File: src/rtl/instruction_fetch_unit.sv
`default_nettype none
// ============================================================================
// instruction_fetch_unit : PC, req/ack instruction fetch and instruction reg
// Revision: 1.0
// ============================================================================
module instruction_fetch_unit #(
  parameter int                    ADDR_WIDTH  = 32,
  parameter int                    INSTR_WIDTH = 32,
  parameter logic [ADDR_WIDTH-1:0] RESET_PC    = '0,
  parameter int                    PC_STEP     = 4
) (
  input  logic                   clk,
  input  logic                   reset,
  input  logic                   pc_write,
  input  logic                   branch_taken,
  input  logic [ADDR_WIDTH-1:0]  branch_target,
  input  logic                   jump,
  input  logic [ADDR_WIDTH-1:0]  jump_target,
  output logic                   imem_req,
  output logic [ADDR_WIDTH-1:0]  imem_addr,
  input  logic                   imem_ack,
  input  logic [INSTR_WIDTH-1:0] imem_rdata,
  output logic [INSTR_WIDTH-1:0] instr_out,
  output logic [5:0]             opcode_out,
  output logic [ADDR_WIDTH-1:0]  pc_out,
  output logic [ADDR_WIDTH-1:0]  pc_plus_out,
  output logic                   instr_valid,
  output logic                   misalign,
  output logic                   overrun
);

  localparam logic [1:0] S_IDLE  = 2'd0;
  localparam logic [1:0] S_FETCH = 2'd1;
  localparam logic [1:0] S_HOLD  = 2'd2;

  localparam logic [ADDR_WIDTH-1:0] STEP       = ADDR_WIDTH'(PC_STEP);
  localparam logic [ADDR_WIDTH-1:0] ALIGN_MASK = ADDR_WIDTH'(PC_STEP - 1);

  logic [1:0]            state;
  logic [ADDR_WIDTH-1:0] pc;
  logic [ADDR_WIDTH-1:0] redirect_target;
  logic                  redirect;
  logic [ADDR_WIDTH-1:0] next_pc;
  logic                  target_misaligned;

  // Request is decoded from state so an async reset withdraws it immediately.
  assign imem_req    = (state == S_FETCH);
  assign imem_addr   = pc;
  assign opcode_out  = instr_out[INSTR_WIDTH-1 -: 6];
  assign pc_plus_out = pc_out + STEP;

  always_comb begin
    redirect          = jump | branch_taken;
    redirect_target   = jump ? jump_target : branch_target;
    target_misaligned = 1'b0;
    next_pc           = pc + STEP;
    if (redirect) begin
      next_pc           = redirect_target & ~ALIGN_MASK;
      target_misaligned = |(redirect_target & ALIGN_MASK);
    end
  end

  always_ff @(posedge clk or posedge reset) begin
    if (reset) begin
      state       <= S_IDLE;
      pc          <= RESET_PC;
      pc_out      <= RESET_PC;
      instr_out   <= '0;
      instr_valid <= 1'b0;
      misalign    <= 1'b0;
      overrun     <= 1'b0;
    end else begin
      misalign <= 1'b0;
      case (state)
        S_IDLE: state <= S_FETCH;
        S_FETCH: begin
          if (imem_ack) begin
            instr_out   <= imem_rdata;
            pc_out      <= pc;
            instr_valid <= 1'b1;
            state       <= S_HOLD;
          end
        end
        S_HOLD: begin
          if (pc_write) begin
            pc          <= next_pc;
            misalign    <= target_misaligned;
            instr_valid <= 1'b0;
            state       <= S_FETCH;
          end
        end
        default: state <= S_IDLE;
      endcase
      // A commit with nothing held is dropped but remembered until reset.
      if (pc_write && (state != S_HOLD)) begin
        overrun <= 1'b1;
      end
    end
  end

endmodule
`default_nettype wire

File: config.mk
export PLATFORM = sky130hd
export DESIGN_NAME = instruction_fetch_unit
export DESIGN_NICKNAME = d
export VERILOG_FILES = /design/src/rtl/instruction_fetch_unit.sv
export SDC_FILE = /design/constraint.sdc
export NUM_CORES = 1
export LEC_CHECK = 0
export CAP_MARGIN = 20
export CORE_ASPECT_RATIO = 1.4
export CORE_MARGIN = 10
export CORE_UTILIZATION = 39
export CTS_CLUSTER_SIZE = 8
export DETAILED_ROUTE_END_ITERATION = 10
export HOLD_SLACK_MARGIN = 0.1
export PLACE_DENSITY = 0.79
export SLEW_MARGIN = 40
export SYNTH_ARGS = -nofsm -noshare
export SYNTH_HDL_FRONTEND = slang
export SYNTH_SLANG_ARGS = --single-unit
export TNS_END_PERCENT = 20
File: constraint.sdc
create_clock -name clk -period 3.2 [get_ports clk]
set_clock_uncertainty 0.1 [all_clocks]
set_input_delay 0.8 -clock clk [delete_from_list [all_inputs] [get_ports clk]]
set_output_delay 0.8 -clock clk [all_outputs]
set_load 0.05 [all_outputs]
==> results.txt <==
----------------------------------------------------
[Placement]
  Port Buffers ... 233
  Pre-CTS WS ... 0.431 ns
  DPL Wire Length ... 15700 um
  Gpl congestion ... 0.883
  Dpl cell area ... 0.00853 mm^2
  Instance count after placement with tap cells included ... 947

[Power and ir drop]
  Total internal power ... 4.71 mW
  Leak ... 3.52 nW
  Reported net switching power ... 5.27 mW
  Sw Ratio ... 52.8%
  Combinational group share of total power ... 63.5%
  Sequential group share of total power ... 26.1%
  Power per standard cell area ... 1130 mW/mm^2
  Clock power share ... 10.4%
  Power Total ... 9.98 mW
  Peak supply drop ... 853 uV

[Final layout]
  Fraction of layout cells with a size suffix above 1 ... 19.8%
  Final instance area ... 0.00882 mm^2
  Total inserted antenna cells ... 0
  Final core utilization ... 63.1%
  Post-route non-filler standard cell count ... 963
  Most common library cell in the layout ignoring fill and taps ... sky130_fd_sc_hd__clkdlybuf4s50_1
  Layout-stage area growth over the synthesis result ... 58.6%
  Layout Nets ... 877
  Highest-count cells in the layout ignoring fill and taps ... sky130_fd_sc_hd__clkdlybuf4s50_1, sky130_fd_sc_hd__dfrtp_1, sky130_fd_sc_hd__mux2_2

[Global routing]
  All-Layer GR Usage ... 19.9%
  Total overflow reported by the global router ... 0
  First-pass GRT wire length ... 30800 um
  Largest net degree at the start of global routing ... 55
  Antenna violations before repair ... 0
  Number of global-route vias before repair ... 5519

[Floorplanning]
  Die Height ... 161 um
  Number of placement rows ... 51
  Width of the chip ... 121 um
  Number of top-level pins ... 240
  Initial cell density of the core ... 39.8%
  Floorplan Core Area ... 0.0140 mm^2
  Die Area ... 0.0195 mm^2

[Logic synthesis]
  Post-synthesis register bit count ... 97
  Asr flop ratio synth ... 100%
  Main flop type after synthesis ... sky130_fd_sc_hd__dfrtp_1
  Syn_area_per_cell ... 9.98 um^2
  Netlist area before placement ... 0.00556 mm^2
  Cell taking the most area after synthesis ... sky130_fd_sc_hd__dfrtp_1
  Synth cell types ... 60
  Syn. warnings ... 0
  Share of synthesized area occupied by flip-flops and latches ... 43.6%
  Post-synth EDFFs ... 0
  Cells taking the most area after synthesis ... sky130_fd_sc_hd__dfrtp_1, sky130_fd_sc_hd__mux2_2, sky130_fd_sc_hd__xnor2_1, sky130_fd_sc_hd__o21ai_0, sky130_fd_sc_hd__nand2_1
  Number of instances in the synthesized netlist ... 557
  Fraction of post-synthesis cell area in the top cell type by area ... 43.6%

[CTS]
  Clock tree from TritonCTS ... yes
  Number of H-tree branching levels ... 3
  Maximum buffer depth of the clock tree ... 2
  Clock Tree Root ... sky130_fd_sc_hd__clkbuf_16
  Clock Pin Slew Worst Setup and Hold Paths ... 0.07 ns
  Inserted Clock Buffers ... 9
  Insertion delay to the later sink of the worst-skew pair ... 0.35 ns
  Clock Sink Count ... 97

[Critical path]
  CP Class ... reg -> out
  Crit Path Max Fanout ... 9
  Type of destination of the critical path ... output port
  Data arrival time of the worst path ... 2.17 ns
  Kind of launch point of the worst setup path ... flip-flop
  Critical Path RT ... 2.30 ns

[Detailed routing]
  Antenna-violating nets left ... 0
  Vias per cell ... 5.60
  Wire length per cell ... 20.9 um
  Total number of vias ... 5395
  First-pass iteration count of the detailed router ... 5
  Routed wire length ... 20100 um
  Drt initial violations ... 371
  Residual DRC ... 0

[STA]
  Final period util ... 95.8%
  Setup WS post-layout ... 0.134 ns
  Unrepaired setup endpoints after global routing ... yes
  Slew at the pin with the worst max-slew slack ... 0.701 ns
  Shortest clock period the worst path allows after layout ... 3.07 ns
  Number of setup violations in the final report ... 0
  Timing-limited maximum frequency ... 326 MHz
  Normalized max-slew margin ... 52.8%
  Sum Neg Setup Slack ... 0 ns
  Final number of max-transition violations ... 0
  Final hold viol count ... 0
  Hold slack final ... 0.360 ns

[Min path]
  Path type of the worst min-delay path ... reg -> reg

[Outcome]
  Status ... completed

[Run]
  Maximum capacitance violations ... 0

----------------------------------------------------
[routing by layer]
layer / track usage (%) / vias to the layer above / part of all wire (%)
li1: - / 2484 / -
met1: 21.2 / 2643 / 36
met2: 35.8 / 234 / 54
met3: 4.95 / 34 / 7.3
met4: 8.58 / 0 / 3.3
met5: 0 / - / 0
[what timing repair did]
action                     in CTS  in global routing
hold endpoints to repair        0                  0
setup endpoints to repair       0                 14
setup buffers                   0                  0
hold buffers                    0                  0
resized for setup               0                  7
[flip-flops by register name (all words and copies together), names as in the netlist]
register	count
overrun	1
instr_out	32
state	2
instr_valid	1
misalign	1
imem_addr	30
pc_out	30
[layout make-up]
type / count / area, um^2
clock inverter: 6 / 51.3
multi-input combinational: 405 / 3160
fill: 1134 / 5150
clock buffer: 10 / 229
inverter: 9 / 37.5
tap: 185 / 231
timing repair buffer: 251 / 2680
sequential: 97 / 2430
[path summary, 6_finish.rpt]
path / start / end / slack (ns) / depth (start not counted)
hold reg to reg: overrun / overrun / 0.36 / 1
min in group asynchronous: reset / instr_out[14] / 0.87 / 3
setup reg to reg: imem_addr[3] / imem_addr[24] / 0.81 / 5
max in group asynchronous: reset / imem_addr[22] / 1.61 / 3
hold / removal: overrun / overrun / 0.36 / 1
setup / recovery: pc_out[11] / pc_plus_out[28] / 0.13 / 6
[cell usage after synthesis (6+ instances only)]
cell,number
sky130_fd_sc_hd__dfrtp_1,97
sky130_fd_sc_hd__mux2_2,58
sky130_fd_sc_hd__nand2_1,48
sky130_fd_sc_hd__o21ai_0,38
sky130_fd_sc_hd__nand4_1,23
sky130_fd_sc_hd__xnor2_1,23
sky130_fd_sc_hd__nand3_1,22
sky130_fd_sc_hd__clkbuf_1,19
sky130_fd_sc_hd__nor2_1,19
sky130_fd_sc_hd__nor3_1,18
sky130_fd_sc_hd__a22oi_1,16
sky130_fd_sc_hd__a21oi_1,13
sky130_fd_sc_hd__buf_4,13
sky130_fd_sc_hd__and4_1,10
sky130_fd_sc_hd__buf_2,10
sky130_fd_sc_hd__and3_1,9
sky130_fd_sc_hd__inv_1,9
sky130_fd_sc_hd__a22o_1,8
sky130_fd_sc_hd__buf_1,7
sky130_fd_sc_hd__nor4_1,7
sky130_fd_sc_hd__a31oi_1,6
[worst max-delay path, stage by stage (launching register included)]
cell and delay (ns):
sky130_fd_sc_hd__dfrtp_1 0.43, sky130_fd_sc_hd__nand4_1 0.22, sky130_fd_sc_hd__nor4_2 0.29, sky130_fd_sc_hd__buf_4 0.22, sky130_fd_sc_hd__nand4_1 0.23, sky130_fd_sc_hd__xnor2_4 0.26, sky130_fd_sc_hd__buf_12 0.15
[power by group through the flow]
| stage | combinational, mW | sequential [mW] | clock (mW) |
|---|---|---|---|
| 2_1_floorplan | 2.37 | 4.21 | 0 |
| 3_3_place_gp | 6.29 | 2.55 | 0 |
| 3_5_place_dp | 6.37 | 2.61 | 0 |
| 4_1_cts | 6.38 | 2.59 | 1.06 |
| 5_1_grt | 6.59 | 2.70 | 1.12 |
| 6_report | 6.33 | 2.61 | 1.04 |
[logic make-up (layout without fill, tap and decap cells)]
group / after synthesis / in the layout / synth area share [%]
AOI/OAI and AO/OA: 118 / 118 / 14.4
xor gates and xnor gates: 28 / 28 / 4.41
adders and majority gates: 2 / 2 / 0.450
buffers and inverters: 60 / 276 / 5.31
DFF: 97 / 97 / 43.6
muxes: 61 / 61 / 12.3
other: 1 / 6 / 0.0674
and+or+nand+nor: 190 / 190 / 19.5
No activity file was read; power rests on OpenSTA's default activity.
